<file path="src/rtl/restock_scheduler.sv">
// Serializes purchases and owner restock charges onto the single-port supply array.
// Define RESTOCK_CLAMP_EN to saturate an overflowing charge at 15 instead of skipping the write.
module restock_scheduler #(
  parameter int NUM_SLOTS = 4,
  parameter int SW        = $clog2(NUM_SLOTS)
) (
  input  logic          clk,
  input  logic          rst_n,
  input  logic [1:0]    mode,
  input  logic          buy_req,
  input  logic [SW-1:0] buy_slot,
  output logic          buy_ack,
  output logic          buy_empty,
  input  logic          chg_req,
  input  logic [SW-1:0] chg_slot,
  input  logic [3:0]    chg_amount,
  output logic          chg_ack,
  output logic          chg_reject,
  output logic [SW-1:0] arr_addr,
  input  logic [3:0]    arr_rd_data,
  output logic          arr_wr_en,
  output logic [3:0]    arr_wr_data,
  output logic          busy
);

  typedef enum logic [1:0] {
    S_IDLE  = 2'd0,
    S_READ  = 2'd1,
    S_WRITE = 2'd2,
    S_DONE  = 2'd3
  } state_t;

  state_t        r_state;
  logic          r_op_buy;
  logic          r_last_chg;
  logic          r_flag_q;
  logic [3:0]    r_amt_q;

  logic          w_buy_elig;
  logic          w_chg_elig;
  logic          w_grant;
  logic          w_grant_buy;
  logic [SW-1:0] w_grant_slot;
  logic [4:0]    w_sum;
  logic [3:0]    w_res;
  logic          w_we;
  logic          w_flag;

  // Mode gating and round-robin choice between the two requesters.
  always_comb begin
    w_buy_elig  = buy_req && ((mode == 2'b01) || (mode == 2'b11));
    w_chg_elig  = chg_req && ((mode == 2'b10) || (mode == 2'b11));
    w_grant     = w_buy_elig || w_chg_elig;
    w_grant_buy = w_buy_elig && (!w_chg_elig || r_last_chg);
    if (w_grant_buy) begin
      w_grant_slot = buy_slot;
    end else begin
      w_grant_slot = chg_slot;
    end
  end

  // Read-modify-write arithmetic evaluated while the array read is valid.
  always_comb begin
    w_sum  = {1'b0, arr_rd_data} + {1'b0, r_amt_q};
    w_res  = 4'd0;
    w_we   = 1'b0;
    w_flag = 1'b0;
    if (r_op_buy) begin
      if (arr_rd_data == 4'd0) begin
        w_flag = 1'b1;
      end else begin
        w_res = arr_rd_data - 4'd1;
        w_we  = 1'b1;
      end
    end else if (w_sum > 5'd15) begin
      w_flag = 1'b1;
`ifdef RESTOCK_CLAMP_EN
      w_res  = 4'd15;
      w_we   = 1'b1;
`else
      w_res  = arr_rd_data;
      w_we   = 1'b0;
`endif
    end else begin
      w_res = w_sum[3:0];
      w_we  = 1'b1;
    end
  end

  // Transaction sequencer with registered outputs.
  always_ff @(posedge clk or negedge rst_n) begin
    if (!rst_n) begin
      r_state     <= S_IDLE;
      r_op_buy    <= 1'b0;
      r_last_chg  <= 1'b1;
      r_flag_q    <= 1'b0;
      r_amt_q     <= 4'd0;
      buy_ack     <= 1'b0;
      buy_empty   <= 1'b0;
      chg_ack     <= 1'b0;
      chg_reject  <= 1'b0;
      arr_addr    <= '0;
      arr_wr_en   <= 1'b0;
      arr_wr_data <= 4'd0;
      busy        <= 1'b0;
    end else begin
      case (r_state)
        S_IDLE: begin
          if (w_grant) begin
            r_op_buy   <= w_grant_buy;
            r_last_chg <= !w_grant_buy;
            r_amt_q    <= chg_amount;
            arr_addr   <= w_grant_slot;
            busy       <= 1'b1;
            r_state    <= S_READ;
          end else begin
            r_state <= S_IDLE;
          end
        end
        S_READ: begin
          r_flag_q  <= w_flag;
          arr_wr_en <= w_we;
          if (w_we) begin
            arr_wr_data <= w_res;
          end else begin
            arr_wr_data <= arr_wr_data;
          end
          r_state <= S_WRITE;
        end
        S_WRITE: begin
          arr_wr_en <= 1'b0;
          buy_ack   <= r_op_buy;
          chg_ack   <= !r_op_buy;
          buy_empty <= r_op_buy && r_flag_q;
          // The red light only follows charges; purchases leave it alone.
          if (!r_op_buy) begin
            chg_reject <= r_flag_q;
          end else begin
            chg_reject <= chg_reject;
          end
          r_state <= S_DONE;
        end
        S_DONE: begin
          buy_ack   <= 1'b0;
          chg_ack   <= 1'b0;
          buy_empty <= 1'b0;
          busy      <= 1'b0;
          r_state   <= S_IDLE;
        end
        default: begin
          buy_ack   <= 1'b0;
          chg_ack   <= 1'b0;
          buy_empty <= 1'b0;
          arr_wr_en <= 1'b0;
          busy      <= 1'b0;
          r_state   <= S_IDLE;
        end
      endcase
    end
  end

endmodule
</file>
<file path="config.mk">
export PLATFORM = sky130hd
export DESIGN_NAME = restock_scheduler
export DESIGN_NICKNAME = d
export VERILOG_FILES = /design/src/rtl/restock_scheduler.sv
export SDC_FILE = /design/constraint.sdc
export NUM_CORES = 1
export LEC_CHECK = 0
export CAP_MARGIN = 0
export CORE_MARGIN = 4
export CORE_UTILIZATION = 35
export DETAILED_ROUTE_END_ITERATION = 8
export GPL_TIMING_DRIVEN = 0
export PLACE_DENSITY_LB_ADDON = 0.05
export SLEW_MARGIN = 20
export SYNTH_ARGS = -nofsm -noshare
export SYNTH_HDL_FRONTEND = slang
export SYNTH_SLANG_ARGS = --single-unit
</file>
<file path="constraint.sdc">
create_clock -name clk -period 4.1 [get_ports clk]
set_input_delay 1.23 -clock clk [delete_from_list [all_inputs] [get_ports clk]]
set_output_delay 1.23 -clock clk [all_outputs]
set_load 0.01 [all_outputs]
</file>
==> impl_results.html <==
<table>
<tr><th>Metric</th><th>Value</th></tr>
<tr><th colspan="2">Hold path</th></tr>
<tr><td>Worst hold start</td><td>r_last_chg</td></tr>
<tr><td>End of the worst hold path</td><td>r_last_chg</td></tr>
<tr><td>Depth of the worst hold-timing path</td><td>2</td></tr>
<tr><td>Path category of the worst min-delay check</td><td>reg -&gt; reg</td></tr>
<tr><th colspan="2">Global route</th></tr>
<tr><td>Initial antenna violation count</td><td>0</td></tr>
<tr><td>Wire length of the first global-routing pass</td><td>~4.4 mm</td></tr>
<tr><td>Number of global-route vias before repair</td><td>1025</td></tr>
<tr><td>Global router's overall resource usage</td><td>approximately an eighth</td></tr>
<tr><td>Pin count of the biggest net entering global routing</td><td>22</td></tr>
<tr><td>Remaining global-route overflow</td><td>0</td></tr>
<tr><th colspan="2">Finish</th></tr>
<tr><td>Footprint of the multi-input gates</td><td>624 um^2</td></tr>
<tr><td>Number of inserted diodes</td><td>0</td></tr>
<tr><td>Most common cell after layout, fill and taps aside</td><td>sky130_fd_sc_hd__clkdlybuf4s50_1</td></tr>
<tr><td>Top library cells by usage in the layout, fill and taps aside</td><td>sky130_fd_sc_hd__clkdlybuf4s50_1 (28), sky130_fd_sc_hd__dfrtp_1 (20), sky130_fd_sc_hd__nand2_1 (15)</td></tr>
<tr><td>Share of cells above drive strength 1</td><td>between 10 and 15%</td></tr>
<tr><td>Final cell area excluding filler cells</td><td>0.00156 mm^2</td></tr>
<tr><td>Layout net count</td><td>177</td></tr>
<tr><td>Area growth from synthesis to layout</td><td>30.7%</td></tr>
<tr><td>Layout fillers</td><td>318</td></tr>
<tr><td>FF/Latch Area</td><td>527 um^2</td></tr>
<tr><th colspan="2">Die</th></tr>
<tr><td>Die Area</td><td>0.00441 mm^2</td></tr>
<tr><td>Number of placement rows</td><td>20</td></tr>
<tr><td>Count of boundary I/O pins</td><td>30</td></tr>
<tr><td>Initial Util</td><td>around 38%</td></tr>
<tr><td>Die boundary width</td><td>66.4 um</td></tr>
<tr><td>Area of the core region</td><td>0.00315 mm^2</td></tr>
<tr><td>Chip height</td><td>66.4 um</td></tr>
<tr><th colspan="2">Synth</th></tr>
<tr><td>Multiplexer fraction of the synthesized cell area</td><td>between 6 and 7%</td></tr>
<tr><td>Dominant register cell in the synthesized netlist</td><td>sky130_fd_sc_hd__dfrtp_1</td></tr>
<tr><td>Fraction of registers with async set/reset</td><td>100%</td></tr>
<tr><td>Average instance area after synthesis</td><td>10.3 um^2</td></tr>
<tr><td>Parity-gate share of the synthesized area counting xor and xnor cells</td><td>less than 1%</td></tr>
<tr><td>Simple-gate share of the synthesized area</td><td>11.9%</td></tr>
<tr><td>Number of instances in the synthesized netlist</td><td>about 120</td></tr>
<tr><td>Adder and majority cell fraction of the synthesized area</td><td>10.1%</td></tr>
<tr><td>Compound-cell area share of the yosys netlist</td><td>22.7%</td></tr>
<tr><td>Combinational family with the most area after synthesis</td><td>compound AO/OA/AOI/OAI gates</td></tr>
<tr><td>Synth Net Count</td><td>143</td></tr>
<tr><td>Post-synth cell types</td><td>40</td></tr>
<tr><td>Total number of yosys warnings</td><td>0</td></tr>
<tr><td>Seq/Total Area, Yosys</td><td>44.1%</td></tr>
<tr><td>FF+latch count, synth</td><td>21</td></tr>
<tr><td>Number of synthesized flops with an enable pin</td><td>0</td></tr>
<tr><td>Mapped Area</td><td>about 0.0012 mm^2</td></tr>
<tr><th colspan="2">Clocking</th></tr>
<tr><td>Post-CTS Setup Repair Bufs</td><td>0</td></tr>
<tr><td>Number of instances resized during post-cts repair</td><td>0</td></tr>
<tr><td>Clk_lat worst skew</td><td>0.30 ns</td></tr>
<tr><td>Clock transition at path regs</td><td>about 0.12 ns</td></tr>
<tr><td>CTS Buffer Depth</td><td>2</td></tr>
<tr><td>Clock Sinks</td><td>21</td></tr>
<tr><td>CTS H-tree lvls</td><td>1</td></tr>
<tr><td>Total CTS buffers</td><td>3</td></tr>
<tr><td>Number of hold-repair buffers added at the cts stage</td><td>0</td></tr>
<tr><td>Buffer cell driving the clock tree root</td><td>sky130_fd_sc_hd__clkbuf_4</td></tr>
<tr><td>TritonCTS clock tree</td><td>built</td></tr>
<tr><th colspan="2">Critical path</th></tr>
<tr><td>Worst setup SP type</td><td>input port</td></tr>
<tr><td>Count of cells along the worst register-to-register path</td><td>7</td></tr>
<tr><td>FF-to-FF Start</td><td>r_amt_q[0]</td></tr>
<tr><td>Required time of the critical path</td><td>4.30 ns</td></tr>
<tr><td>Setup slack of the worst register-to-register path</td><td>1.99 ns</td></tr>
<tr><td>Crit Path Class</td><td>in -&gt; reg</td></tr>
<tr><td>Endpoint arrival time on the critical path</td><td>3.52 ns</td></tr>
<tr><td>Maximum fanout along the worst path</td><td>7</td></tr>
<tr><td>Sort of element at the end of the critical path</td><td>flop</td></tr>
<tr><td>Endpoint of the most critical register-to-register path</td><td>arr_wr_data[1]</td></tr>
<tr><th colspan="2">Placement</th></tr>
<tr><td>Final RePlAce weighted congestion</td><td>~0.74</td></tr>
<tr><td>Quantity of I/O buffers inserted on ports</td><td>29</td></tr>
<tr><td>Placed Instance Area</td><td>roughly 0.0015 mm^2</td></tr>
<tr><td>Half-perimeter wire length of the detailed placement result</td><td>1.94 mm</td></tr>
<tr><th colspan="2">Routing</th></tr>
<tr><td>1st-iter DRT viols</td><td>31</td></tr>
<tr><td>Routed Antenna Nets</td><td>0</td></tr>
<tr><td>DRT Pass-1 Iters</td><td>4</td></tr>
<tr><td>Total wire length</td><td>2.49 mm</td></tr>
<tr><td>Average routed wire per standard cell</td><td>12.9 um</td></tr>
<tr><td>Total via count in the routed design</td><td>989</td></tr>
<tr><td>DRC Markers</td><td>0</td></tr>
<tr><td>Routed vias/inst</td><td>5.12</td></tr>
<tr><th colspan="2">STA</th></tr>
<tr><td>Unrepaired setup endpoints after global routing</td><td>no</td></tr>
<tr><td>Worst slew margin</td><td>69.2%</td></tr>
<tr><td>Post-route clock skew</td><td>0.00243 ns</td></tr>
<tr><td>Final hold violation count</td><td>0</td></tr>
<tr><td>Min Tclk post-route</td><td>3.32 ns</td></tr>
<tr><td>Setup Viol. Count Final</td><td>0</td></tr>
<tr><td>Final slew viol count</td><td>0</td></tr>
<tr><td>Slew of the pin with the lowest slew margin</td><td>0.462 ns</td></tr>
<tr><td>Final period util</td><td>80.9%</td></tr>
<tr><td>Maximum clock rate</td><td>approximately 300 MHz</td></tr>
<tr><td>Sum Neg Setup Slack</td><td>0 ns</td></tr>
<tr><th colspan="2">Pwr</th></tr>
<tr><td>Leakage Power</td><td>0.683 nW</td></tr>
<tr><td>Post-route total power</td><td>1.08 mW</td></tr>
<tr><td>Total power density per cell area</td><td>691 mW/mm^2</td></tr>
<tr><td>Peak supply drop</td><td>about 210 uV</td></tr>
<tr><th colspan="2">Flow run</th></tr>
<tr><td>Max-Cap Viols</td><td>0</td></tr>
<tr><th colspan="2">Status</th></tr>
<tr><td>Outcome</td><td>complete, no violations</td></tr>
</table>
==> through the flow <==
step                hold slack, ns  util, %  setup slack (ns)  instances
floorplan                    0.466        -              1.26        116
detailed placement           0.492     48.8             0.431        189
finish                       0.505     49.5             0.785        193
global placement             0.477     48.8             0.455        189
global route                 0.538     49.5             0.669        193
CTS                          0.502     49.7             0.762        193
==> report_power, final <==
| part | internal, mW | switching, mW | total, mW |
|---|---|---|---|
| registers | 0.315 | 0.0652 | 0.380 |
| clock network | 0.0379 | 0.0645 | 0.102 |
| logic | 0.320 | 0.276 | 0.596 |
==> logic make-up after synthesis <==
kind of cell | after synthesis
buffers and inverters | 11
AOI/OAI and AO/OA | 37
adders and majority gates | 9
xor gates and xnor gates | 1
and+or+nand+nor | 30
DFF | 21
muxes | 7
==> flip-flops by register name (all words and copies together), names as in the netlist <==
register and count:
arr_wr_data 4, r_amt_q 4, r_flag_q 1, arr_wr_en 1
busy 1, arr_addr 2, buy_empty 1, r_op_buy 1
chg_reject 1, r_last_chg 1, r_state 2, chg_ack 1
buy_ack 1
==> cell type report <==
| class | instances | area share, % |
|---|---|---|
| multi-input cells | 84 | 40.0 |
| plain buffers | 3 | 0.881 |
| well taps | 44 | 3.53 |
| inverters | 8 | 1.92 |
| flip-flops and latches | 21 | 33.7 |
| repair buffers | 29 | 18.3 |
| clock buffers | 4 | 1.68 |
==> critical path, cell delays in order <==
cell	delay, ns
sky130_fd_sc_hd__clkdlybuf4s50_1	0.61
sky130_fd_sc_hd__ha_1	0.21
sky130_fd_sc_hd__inv_1	0.05
sky130_fd_sc_hd__fa_1	0.43
sky130_fd_sc_hd__nand2b_1	0.17
sky130_fd_sc_hd__a211o_1	0.32
sky130_fd_sc_hd__o211a_2	0.19
sky130_fd_sc_hd__mux2_4	0.30
==> routing by layer <==
metal / part of all wire (%) / global-route usage (%)
met1: 48 / 16.5
met2: 45 / 20.9
met3: 6.4 / 3.06
met4: 0.96 / 3.81
met5: 0 / 0
==> cell usage after synthesis (all sizes together) (2+ instances only) <==
cell / number / area (um^2)
a21o: 2 / 16.3
a21oi: 5 / 25.0
a22o: 5 / 43.8
a2bb2oi: 3 / 26.3
clkbuf: 2 / 8.75
dfrtp: 20 / 500
ha: 8 / 100
inv: 8 / 30.0
mux2: 6 / 71.3
nand2: 15 / 56.3
nand2b: 4 / 25.0
nor2: 5 / 18.8
nor3b: 2 / 15.0
o211a: 2 / 20.0
o21ai: 8 / 40.0
==> worst max path at each step <==
stage	startpoint	end	cells after the start	slack (ns)
final	arr_rd_data[0]	arr_wr_data[1]	8	0.78
after global routing	arr_rd_data[0]	arr_wr_data[1]	8	0.67
after CTS	arr_rd_data[0]	arr_wr_data[1]	8	0.76
after detailed placement	arr_rd_data[0]	arr_wr_data[1]	8	0.43
after global placement	arr_rd_data[0]	arr_wr_data[1]	8	0.46
after floorplan	arr_rd_data[0]	arr_wr_data[1]	7	1.26
No activity file was read; power rests on OpenSTA's default activity.
